==> config.mk <==
export PLATFORM = sky130hd
export DESIGN_NAME = sca_blk_alloc
export DESIGN_NICKNAME = d
export VERILOG_FILES = /design/src/rtl/sca_blk_alloc_pkg.sv /design/src/rtl/sca_blk_alloc_fifo.sv /design/src/rtl/sca_blk_alloc.sv
export SDC_FILE = /design/constraint.sdc
export NUM_CORES = 1
export LEC_CHECK = 0
export ABC_AREA = 1
export CAP_MARGIN = 20
export CELL_PAD_IN_SITES_DETAIL_PLACEMENT = 0
export CELL_PAD_IN_SITES_GLOBAL_PLACEMENT = 1
export CORE_UTILIZATION = 46
export DETAILED_ROUTE_END_ITERATION = 8
export PLACE_DENSITY = 0.81
export SLEW_MARGIN = 10
export SYNTH_ARGS = -nofsm -noshare
export SYNTH_HDL_FRONTEND = slang
export SYNTH_SLANG_ARGS = --single-unit
==> constraint.sdc <==
create_clock -name CLK -period 3 [get_ports CLK]
set_input_delay 0.45 -clock CLK [delete_from_list [all_inputs] [get_ports CLK]]
set_output_delay 0.45 -clock CLK [all_outputs]
set_load 0.02 [all_outputs]
==> src/rtl/sca_blk_alloc_pkg.sv <==
// Shared SCA block-allocation constants and types, used by the write sequencer,
// the digitizer controller and the block allocator.
package sca_blk_alloc_pkg;

    localparam int unsigned SCA_NBLK      = 12;
    localparam int unsigned SCA_AW        = 4;
    localparam int unsigned SCA_AFULL_THR = 2;

    typedef logic [SCA_AW-1:0] blk_addr_t;

    // Block owned by the writer straight out of reset.
    localparam blk_addr_t RESET_BLK = '0;

endpackage

==> src/rtl/sca_blk_alloc_fifo.sv <==
// Readout queue of closed SCA blocks awaiting digitization. The head is held in a
// register so that RD_BLK comes straight from a flop.
module sca_blk_fifo #(
    parameter int unsigned DEPTH = 12,
    parameter int unsigned AW    = 4
) (
    input  logic          CLK,
    input  logic          RST,
    input  logic          push,
    input  logic [AW-1:0] push_data,
    input  logic          pop,
    output logic [AW-1:0] head,
    output logic          empty,
    output logic [AW:0]   count
);

    logic [AW-1:0] mem_q [DEPTH];
    logic [AW-1:0] wr_ptr_q, wr_ptr_d, rd_ptr_q, rd_ptr_d, head_q, head_d;
    logic [AW:0]   count_q, count_d;
    logic          empty_q, empty_d;

    // DEPTH need not be a power of two, so pointers wrap explicitly.
    function automatic logic [AW-1:0] ptr_inc(input logic [AW-1:0] p);
        return (p == AW'(DEPTH - 1)) ? '0 : p + 1'b1;
    endfunction

    always_comb begin
        count_d  = count_q + (AW+1)'(push) - (AW+1)'(pop);
        wr_ptr_d = push ? ptr_inc(wr_ptr_q) : wr_ptr_q;
        rd_ptr_d = pop ? ptr_inc(rd_ptr_q) : rd_ptr_q;
        empty_d  = (count_d == '0);
        head_d   = head_q;
        if (count_d == '0) begin
            head_d = '0;
        end else if (pop) begin
            head_d = (count_q > (AW+1)'(1)) ? mem_q[ptr_inc(rd_ptr_q)] : push_data;
        end else if (count_q == '0) begin
            head_d = push_data;
        end
    end

    always_ff @(posedge CLK or posedge RST) begin
        if (RST) begin
            wr_ptr_q <= '0;
            rd_ptr_q <= '0;
            count_q  <= '0;
            head_q   <= '0;
            empty_q  <= 1'b1;
        end else begin
            wr_ptr_q <= wr_ptr_d;
            rd_ptr_q <= rd_ptr_d;
            count_q  <= count_d;
            head_q   <= head_d;
            empty_q  <= empty_d;
        end
    end

    always_ff @(posedge CLK) begin
        if (push) mem_q[wr_ptr_q] <= push_data;
    end

    assign head  = head_q;
    assign empty = empty_q;
    assign count = count_q;

endmodule

==> src/rtl/sca_blk_alloc.sv <==
// SCA block allocator: free bitmap with lowest-index allocation, readout queue,
// digitizer ownership and full/overflow status.
module sca_blk_alloc
    import sca_blk_alloc_pkg::*;
#(
    parameter int unsigned NBLK      = SCA_NBLK,
    parameter int unsigned AW        = SCA_AW,
    parameter int unsigned AFULL_THR = SCA_AFULL_THR
) (
    input  logic          CLK,
    input  logic          RST,
    input  logic          WR_REQ,
    input  logic          WR_KEEP,
    output logic [AW-1:0] CUR_BLK,
    output logic          RD_RDY,
    output logic [AW-1:0] RD_BLK,
    input  logic          RD_ACK,
    input  logic          RD_DONE,
    output logic          DIG_BSY,
    output logic [AW-1:0] DIG_BLK,
    output logic [AW:0]   FREE_CNT,
    output logic          FULL,
    output logic          ALMOST_FULL,
    output logic          ALLOC_ERR,
    output logic [7:0]    OVF_CNT
);

    localparam logic [AW-1:0]   CUR_RST   = AW'(RESET_BLK);
    localparam logic [NBLK-1:0] FREE_RST  = ~(NBLK'(1) << CUR_RST);
    localparam logic [AW:0]     CNT_RST   = (AW+1)'(NBLK - 1);
    localparam logic            AFULL_RST = (NBLK - 1 <= AFULL_THR);

    logic [NBLK-1:0] free_q, free_d;
    logic [AW-1:0]   cur_q, cur_d, dig_blk_q, dig_blk_d, alloc_idx, fifo_head;
    logic [AW:0]     free_cnt_q, free_cnt_d, fifo_count;
    logic [7:0]      ovf_q, ovf_d;
    logic            dig_bsy_q, dig_bsy_d, alloc_err_q, alloc_err_d;
    logic            full_q, full_d, afull_q, afull_d;
    logic            has_free, alloc, wr_ret, fifo_push, done_ok, ack_ok, fifo_empty;

    always_comb begin
        alloc_idx = '0;
        for (int i = NBLK - 1; i >= 0; i--) begin
            if (free_q[i]) alloc_idx = AW'(i);
        end
    end

    always_comb begin
        has_free  = |free_q;
        alloc     = WR_REQ & has_free;
        wr_ret    = alloc & ~WR_KEEP;
        fifo_push = alloc & WR_KEEP;
        done_ok   = RD_DONE & dig_bsy_q;
        ack_ok    = RD_ACK & ~fifo_empty & (~dig_bsy_q | RD_DONE);

        // Selection uses free_q; releases only become allocatable next cycle.
        free_d = free_q;
        if (alloc)   free_d[alloc_idx] = 1'b0;
        if (wr_ret)  free_d[cur_q]     = 1'b1;
        if (done_ok) free_d[dig_blk_q] = 1'b1;

        free_cnt_d = free_cnt_q + (AW+1)'(wr_ret) + (AW+1)'(done_ok) - (AW+1)'(alloc);
        full_d     = (free_cnt_d == '0);
        afull_d    = (free_cnt_d <= (AW+1)'(AFULL_THR));
        cur_d      = alloc ? alloc_idx : cur_q;

        dig_bsy_d = dig_bsy_q;
        dig_blk_d = dig_blk_q;
        if (ack_ok) begin
            dig_bsy_d = 1'b1;
            dig_blk_d = fifo_head;
        end else if (done_ok) begin
            dig_bsy_d = 1'b0;
        end

        alloc_err_d = WR_REQ & ~has_free;
        ovf_d       = (alloc_err_d && ovf_q != 8'hFF) ? ovf_q + 8'd1 : ovf_q;
    end

    always_ff @(posedge CLK or posedge RST) begin
        if (RST) begin
            free_q      <= FREE_RST;
            cur_q       <= CUR_RST;
            free_cnt_q  <= CNT_RST;
            full_q      <= 1'b0;
            afull_q     <= AFULL_RST;
            dig_bsy_q   <= 1'b0;
            dig_blk_q   <= '0;
            alloc_err_q <= 1'b0;
            ovf_q       <= '0;
        end else begin
            free_q      <= free_d;
            cur_q       <= cur_d;
            free_cnt_q  <= free_cnt_d;
            full_q      <= full_d;
            afull_q     <= afull_d;
            dig_bsy_q   <= dig_bsy_d;
            dig_blk_q   <= dig_blk_d;
            alloc_err_q <= alloc_err_d;
            ovf_q       <= ovf_d;
        end
    end

    sca_blk_fifo #(
        .DEPTH (NBLK),
        .AW    (AW)
    ) u_fifo (
        .CLK       (CLK),
        .RST       (RST),
        .push      (fifo_push),
        .push_data (cur_q),
        .pop       (ack_ok),
        .head      (fifo_head),
        .empty     (fifo_empty),
        .count     (fifo_count)
    );

    // Block addresses are unique, so a push into a full queue means corrupted bookkeeping.
    always_ff @(posedge CLK) begin
        if (!RST) assert (!(fifo_push && !ack_ok && fifo_count == (AW+1)'(NBLK)));
    end

    assign CUR_BLK     = cur_q;
    assign RD_RDY      = ~fifo_empty;
    assign RD_BLK      = fifo_head;
    assign DIG_BSY     = dig_bsy_q;
    assign DIG_BLK     = dig_blk_q;
    assign FREE_CNT    = free_cnt_q;
    assign FULL        = full_q;
    assign ALMOST_FULL = afull_q;
    assign ALLOC_ERR   = alloc_err_q;
    assign OVF_CNT     = ovf_q;

endmodule

=== Yosys cells after proc, flatten, opt, wreduce, memory -nomap -nowiden ===
Memories as Yosys holds them, arrays and structs flattened.
Cells that the tools add are included.

* Bitwise operators: 16
* Divide/modulo/power cells: 0
* Reductions and logical operators: 10
* Equality and inequality tests: 3
* Muxes and demuxes: 31
* Shifts and indexed selects: 0
* Add/subtract/negate cells: 8
* Order comparisons: 8
* Multipliers: 0

{| class="wikitable"
|+ Operators with widths
! kind !! number
|-
| two-way mux 4 bit || 18
|-
| two-way mux 12 bit || 3
|-
| OR 12 bit || 2
|-
| adder 5 x 1 -> 5 bit || 3
|-
| logical NOT 5 bit || 3
|-
| < comparator 4 x 5 -> 1 bit, second input constant || 3
|-
| AND 12 bit || 1
|-
| demux 1 bit (select 4 bit) || 3
|-
| greater-or-equal comparator 4 x 1 -> 1 bit, second input constant || 3
|-
| inverter 12 bit || 1
|-
| OR reduction 12 bit || 1
|-
| subtractor 5 x 1 -> 5 bit || 2
|-
| adder 4 x 1 -> 4 bit, second input constant || 2
|-
| adder 8 x 1 -> 8 bit, second input constant || 1
|-
| == test 4 bit, second input constant || 2
|-
| != test 8 bit, second input constant || 1
|-
| AND 1 bit || 7
|-
| two-way mux 1 bit || 7
|-
| > comparator 5 x 1 -> 1 bit, second input constant || 1
|-
| <= comparator 5 x 2 -> 1 bit, second input constant || 1
|-
| logical AND 1 bit || 4
|-
| inverter 1 bit || 4
|-
| nonzero test 3 bit || 1
|-
| nonzero test 2 bit || 1
|-
| OR 1 bit || 1
|}

* Bits in writable memories: 48
* Input port bits: 6
* Bits in read-only memories: 0
* Memories: 1
* Output and inout port bits: 30
* Bits in registers: 55
* Word-level logic and storage cells: 91
* Bits in latches: 0

{| class="wikitable"
|+ Memory list
! memory !! depth !! bits a word !! rd ports !! clocked after Yosys merged registers in !! wr ports !! RTL line !! RTL
|-
| u_fifo.mem_q || 12 || 4 || 1 || 0 || 1 || sca_blk_alloc_fifo.sv:17 || <nowiki>logic [AW-1:0] mem_q [DEPTH];</nowiki>
|}

=== Depth between registers and ports, before layout ===
* Word-level depth: 23
* Mapped depth: 21
* Depth with buffers taken out: 21

=== Hierarchy ===
From an unflattened synthesis, not the netlist that was laid out.

* Cells, all modules: 564
* Area, all modules: 5231.3 sq um

{| class="wikitable"
|+ Modules (own cells, without submodules)
! module !! instances !! cells each !! seq. area each (sq um) !! area an instance (sq um)
|-
| sca_blk_fifo || 1 || 318 || 1893.1 || 3214.3
|-
| sca_blk_alloc || 1 || 246 || 943.4 || 2016.9
|}

=== Worst setup path before layout ===
No wires, ideal clock.

* Path kind: flip-flop to flip-flop
* Start point: reg dig_bsy_q (netlist: DIG_BSY)
* End point: reg u_fifo.head_q[0] (netlist: u_fifo.head[0])
* Setup time: 0.117 ns
* Cell stages (with the launch flop): 22
* Clock period less this slack: 2.715 ns
* Path slack: 0.285 ns
* Path buffers: 1
* Required time: 2.883 ns
* Arrival time: 2.598 ns
* Cell sequence: dfrtp_1 > inv_1 > nor2_1 > inv_2 > nand3_2 > inv_2 > buf_6 > ha_1 > inv_1 > ha_1 > inv_1 > fa_1 > nand3b_1 > nand2_1 > xnor2_1 > nor2_1 > nand2_1 > nand2_1 > nand2_1 > inv_2 > nand3_1 > nand2_1

* Cells in the longest elaborated chain, start to end: 6
* Elaborated cells between the ends (all ways): 8
* Those cells by class: add/sub: 1; mux: 2; bitwise: 3; reduce/logical: 2

{| class="wikitable"
|+ RTL lines
! what !! RTL line !! RTL
|-
| start: declaration || sca_blk_alloc.sv:37 || <nowiki>logic dig_bsy_q, dig_bsy_d, alloc_err_q, alloc_err_d;</nowiki>
|-
| start signal: assignment || sca_blk_alloc.sv:97 || <nowiki>dig_bsy_q <= dig_bsy_d;</nowiki>
|-
| inverter 1 bit (*) || sca_blk_alloc.sv:54 || <nowiki>ack_ok = RD_ACK & ~fifo_empty & (~dig_bsy_q | RD_DONE);</nowiki>
|-
| OR 1 bit (*) || sca_blk_alloc.sv:54 ||
|-
| AND 1 bit (*) || sca_blk_alloc.sv:54 ||
|-
| named net ack_ok || sca_blk_alloc.sv:39 || <nowiki>logic has_free, alloc, wr_ret, fifo_push, done_ok, ack_ok, fifo_empty;</nowiki>
|-
| subtractor 5 x 1 -> 5 bit (*) || sca_blk_alloc_fifo.sv:28 || <nowiki>count_d = count_q + (AW+1)'(push) - (AW+1)'(pop);</nowiki>
|-
| named net u_fifo.count_d[4] || sca_blk_alloc_fifo.sv:19 || <nowiki>logic [AW:0] count_q, count_d;</nowiki>
|-
| logical NOT 5 bit (*) || sca_blk_alloc_fifo.sv:33 || <nowiki>if (count_d == '0) begin</nowiki>
|-
| nonzero test 3 bit (no source line) or two-way mux 4 bit (tied branches) || - ||
|-
| end signal: assignment || sca_blk_alloc_fifo.sv:47 || <nowiki>head_q <= '0;</nowiki>
|-
| end signal: assignment || sca_blk_alloc_fifo.sv:53 || <nowiki>head_q <= head_d;</nowiki>
|-
| end: declaration || sca_blk_alloc_fifo.sv:18 || <nowiki>logic [AW-1:0] wr_ptr_q, wr_ptr_d, rd_ptr_q, rd_ptr_d, head_q, head_d;</nowiki>
|}

The timed path passes the listed nets; every way through them passes the cells marked *.
A chain may end at the register's enable or synchronous reset.

=== Worst setup path after layout ===
* Start point: in RD_DONE
* End point: reg u_fifo.head_q[0] (netlist: u_fifo.head[0])

* Cells in the longest elaborated chain, start to end: 5
* Elaborated cells between the ends (all ways): 7
* Those cells by class: add/sub: 1; mux: 2; bitwise: 2; reduce/logical: 2

{| class="wikitable"
|+ RTL lines
! what !! RTL line !! RTL
|-
| start: declaration || sca_blk_alloc.sv:18 || <nowiki>input logic RD_DONE,</nowiki>
|-
| OR 1 bit (*) || sca_blk_alloc.sv:54 ||
|-
| AND 1 bit (*) || sca_blk_alloc.sv:54 ||
|-
| subtractor 5 x 1 -> 5 bit (*) || sca_blk_alloc_fifo.sv:28 ||
|-
| named net u_fifo.count_d[2] || sca_blk_alloc_fifo.sv:19 ||
|-
| logical NOT 5 bit (*) || sca_blk_alloc_fifo.sv:33 ||
|-
| nonzero test 3 bit (no source line) or two-way mux 4 bit (tied branches) || - ||
|}

Marked as above.

==> implementation parameters <==
Parameter                              Value

Detailed routing
  DRT iter0 DRCs    186
  First drt pass iteration count    5
  Total Wirelength    roughly 11 mm
  Remaining antenna violation count    0
  Total via count after detailed routing    approximately 3,700
  DR WL/cell    between 10 and 15 microns
  Number of vias per cell after detailed routing    5.14
  Number of remaining DRC errors    0

Timing
  Hold Violations, Final    0
  Setup slack of the critical path after layout    between 200 and 250 ps
  Sum of negative setup slack    0 ps
  Slew Limit Headroom    roughly 49%
  Final clock skew    a little under 10 ps
  Setup repair after global routing missed its margin    no
  Final worst-path cycle share    between 90 and 100%
  Total of endpoints with negative setup slack in the final report    0
  Minimum clock period after layout    2750 ps
  Count of pins over their slew limit    0
  Pin slew with the least headroom to its limit    755 ps
  Max Fclk    around 0.36 GHz

Power
  P_leak    around 2.6 nW
  Power density over the cells    1020 nW/um^2
  Largest vdd supply drop    0.574 mV

Global routing
  Via count of the first global-routing pass    about 3,800
  Total congestion overflow after global routing    0
  Maximum number of pins on one net before global-route repair    56
  Total routing usage reported by global routing    20.6%
  Number of antenna violations at the first check in global routing    0
  Wire length of the first global-routing pass    approximately 18 mm

Critical path
  CP required    3310 ps
  Kind of end point of the critical path    register
  Largest fanout of any net on the critical path    4
  Data arrival time of the worst path    3070 ps
  Element type at the critical path start    primary input
  Type of the setup path with the least slack    in -> reg

Final layout
  Number of antenna cells inserted    0
  Filler cell count    a little under 1,000
  Net count, final    slightly above 600
  P&R area growth vs syn    15.5%
  Final cell area excluding filler cells    between 5000 and 6000 sq um
  Layout cells sized above 1    15.1%

Synthesis
  Biggest area contributors in the synthesized netlist    sky130_fd_sc_hd__edfxtp_1 28%, sky130_fd_sc_hd__dfrtp_1 19%, sky130_fd_sc_hd__nand2_1 9.4%, sky130_fd_sc_hd__dfstp_2 7.7%, sky130_fd_sc_hd__nand3_1 6.4%
  Primary flip-flop cell chosen by synthesis mapping    sky130_fd_sc_hd__edfxtp_1
  Post-Synthesis Mean Instance Area    9.66 sq um
  Fraction of registers with async set/reset    53.4%
  Count of unique library cells instantiated by Yosys    between 40 and 50
  Number of enable-type register cells in the synthesized netlist    48
  Syn nets    around 560
  Post-synthesis instance total    approximately 530
  Cell Area, Synth    about 5000 sq um
  Area share of the largest cell type after synthesis    between 20% and 30%
  Part of the Yosys area used for sequential elements    a little under three fifths
  Library cell occupying the most area in the post-synthesis netlist    sky130_fd_sc_hd__edfxtp_1
  FF+latch count, synth    between 100 and 150
  Yosys warning total    0

Hold path
  Worst min path class    in -> async

Die
  Cell row count    38
  Core Footprint    roughly 11,000 sq um
  Count of boundary I/O pins    36
  Starting density of the core    47.4%
  Die height    about 110 microns
  Full die area    around 12,000 sq um
  Die outline width    108 microns

Clock network
  Clock tree from TritonCTS    done
  CTS max path bufs    2
  CTS H-Tree Depth    3
  Cts bufs inserted    9
  Clock latency reported for the late side of the worst-skew pair    ~380 ps
  Number of buffers added to fix hold violations after cts    0
  Sink count of the clock tree    roughly 100
  Root Buffer Master    sky130_fd_sc_hd__clkbuf_8
  Clock transition time at the flip-flop clock pins of the worst setup and hold paths    ~100 ps

Placed design
  Final estimated routing congestion in global placement    0.782
  Estimated wirelength of the detail-placed design    roughly 8.1 mm
  Cell area reported after detailed placement    5690 sq um
  Count of buffers from port buffering    35
  Pre-CTS setup slack    -106 ps

Outcome
  Status    complete, no violations

Flow run
  Number of maximum-capacitance constraint violations    0
## sequential cells by signal (all words and copies together), names as in the netlist
register         count
ALMOST_FULL          1
ALLOC_ERR            1
DIG_BSY              1
DIG_BLK              4
u_fifo.head          4
CUR_BLK              4
u_fifo.mem_q        48
u_fifo.count         5
u_fifo.rd_ptr_q      4
u_fifo.empty         1
u_fifo.wr_ptr_q      4
free_q              12
FULL                 1
OVF_CNT              8
FREE_CNT             5
## area by class of cell
cell class	count	area [sq um]	area share [%]
repair buffers	49	468	7.88
well taps	140	175	2.95
inverters	78	303	5.10
flip-flops and latches	103	2840	47.8
multi-input cells	343	1970	33.2
clock buffers	9	124	2.09
clock inverters	7	62.6	1.05
## synth_stat cells, types with 2 or more instances
cell type,count
sky130_fd_sc_hd__edfxtp_1,48
sky130_fd_sc_hd__inv_1,67
sky130_fd_sc_hd__buf_6,4
sky130_fd_sc_hd__inv_2,9
sky130_fd_sc_hd__nor3_2,3
sky130_fd_sc_hd__fa_1,3
sky130_fd_sc_hd__buf_2,3
sky130_fd_sc_hd__nand3_2,5
sky130_fd_sc_hd__o21ai_1,6
sky130_fd_sc_hd__ha_1,17
sky130_fd_sc_hd__o21ai_0,24
sky130_fd_sc_hd__dfrtp_1,40
sky130_fd_sc_hd__nor3_1,14
sky130_fd_sc_hd__nand2_4,4
sky130_fd_sc_hd__a21oi_1,8
sky130_fd_sc_hd__xor2_1,10
sky130_fd_sc_hd__nand2_1,129
sky130_fd_sc_hd__xnor2_1,5
sky130_fd_sc_hd__o211ai_1,3
sky130_fd_sc_hd__nand3_1,66
sky130_fd_sc_hd__nand2_2,2
sky130_fd_sc_hd__nand4_1,6
sky130_fd_sc_hd__nor2_1,20
sky130_fd_sc_hd__nor2_4,5
sky130_fd_sc_hd__dfstp_2,15
## layer usage
metal	part of all wire, %	GRT usage [%]	vias to the layer above
met5	0	0	-
met4	2.2	8.81	0
met3	3.5	3.93	18
met2	48	32.7	68
met1	46	27.5	1805
li1	-	-	1856
## kinds of logic (layout without fill, tap and decap cells)
| group | Yosys count | in the layout | synth area share [%] |
|---|---|---|---|
| flops | 103 | 103 | 55.2 |
| compound gates | 47 | 47 | 5.28 |
| xor+xnor | 15 | 15 | 2.56 |
| simple gates | 260 | 260 | 24.3 |
| buf+inv | 86 | 143 | 7.06 |
| mux | 1 | 1 | 0.292 |
| fa+ha+maj | 20 | 20 | 5.31 |
## worst paths after layout
path | start | to | slack, ps | cells after the start
setup / recovery | RD_DONE | u_fifo.head[0] | 250 | 19
hold / removal | RST | u_fifo.head[2] | 450 | 3
setup reg to reg | free_q[1] | u_fifo.head[0] | 260 | 20
hold reg to reg | free_q[5] | free_q[5] | 490 | 2
max in group asynchronous | RST | free_q[11] | 2250 | 3
min in group CLK | free_q[5] | free_q[5] | 490 | 2
## layout by cell type, fill, tap and decap left out, types with 2 or more instances in the layout
cell	netlist	layout
sky130_fd_sc_hd__o21ai_0	24	24
sky130_fd_sc_hd__o211ai_1	3	3
sky130_fd_sc_hd__inv_4	1	3
sky130_fd_sc_hd__buf_4	1	13
sky130_fd_sc_hd__nand2_4	4	3
sky130_fd_sc_hd__nand2_1	129	127
sky130_fd_sc_hd__nor2_4	5	5
sky130_fd_sc_hd__nand3_1	66	66
sky130_fd_sc_hd__clkdlybuf4s50_1	0	35
sky130_fd_sc_hd__xor2_1	10	10
sky130_fd_sc_hd__nor3_2	3	3
sky130_fd_sc_hd__nand2_2	2	4
sky130_fd_sc_hd__inv_2	9	11
sky130_fd_sc_hd__xnor2_1	5	5
sky130_fd_sc_hd__nand3_2	5	5
sky130_fd_sc_hd__clkbuf_8	0	9
sky130_fd_sc_hd__inv_8	0	2
sky130_fd_sc_hd__dfstp_2	15	15
sky130_fd_sc_hd__nor2_1	20	20
sky130_fd_sc_hd__o21ai_1	6	6
sky130_fd_sc_hd__nor3_1	14	14
sky130_fd_sc_hd__ha_1	17	16
sky130_fd_sc_hd__dfrtp_1	40	40
sky130_fd_sc_hd__edfxtp_1	48	48
sky130_fd_sc_hd__inv_6	0	3
sky130_fd_sc_hd__inv_1	67	63
sky130_fd_sc_hd__a21oi_1	8	8
sky130_fd_sc_hd__nand4_1	6	6
sky130_fd_sc_hd__fa_1	3	2
## power by group
part / leakage (nW) / internal [mW] / switching, mW
registers: 1.11 / 1.96 / 0.293
clock network: 0.0946 / 0.321 / 0.514
logic: 1.40 / 1.06 / 1.91
total: 2.61 / 3.34 / 2.72
## stage by stage
stage	power [mW]	hold slack [ps]	utilization, %	cells
floorplan	4.29	442	-	532
global placement	5.13	454	52.5	710
detailed placement	5.21	464	52.5	710
global route	6.56	471	54.8	729
CTS	6.06	453	54.2	726
finish	6.06	448	54.8	729
## what timing repair did
item                       in CTS  in global routing
resized for setup               0                 12
setup endpoints to repair       0                  4
setup buffers                   0                  3
## worst max-delay path: stages
cell and delay [ps]:
sky130_fd_sc_hd__clkdlybuf4s50_1 420, sky130_fd_sc_hd__nor2_1 130, sky130_fd_sc_hd__inv_2 50, sky130_fd_sc_hd__nand3_2 60, sky130_fd_sc_hd__inv_2 40, sky130_fd_sc_hd__ha_1 260, sky130_fd_sc_hd__inv_1 90, sky130_fd_sc_hd__ha_4 140
sky130_fd_sc_hd__inv_1 40, sky130_fd_sc_hd__fa_2 330, sky130_fd_sc_hd__buf_4 140, sky130_fd_sc_hd__xor2_1 150, sky130_fd_sc_hd__nor3_1 200, sky130_fd_sc_hd__nand2_1 130, sky130_fd_sc_hd__nand2_2 90, sky130_fd_sc_hd__nand2_1 70
sky130_fd_sc_hd__inv_2 90, sky130_fd_sc_hd__nand3_1 90, sky130_fd_sc_hd__nand2_1 90
Note: power is estimated with default switching activity, not from simulation.
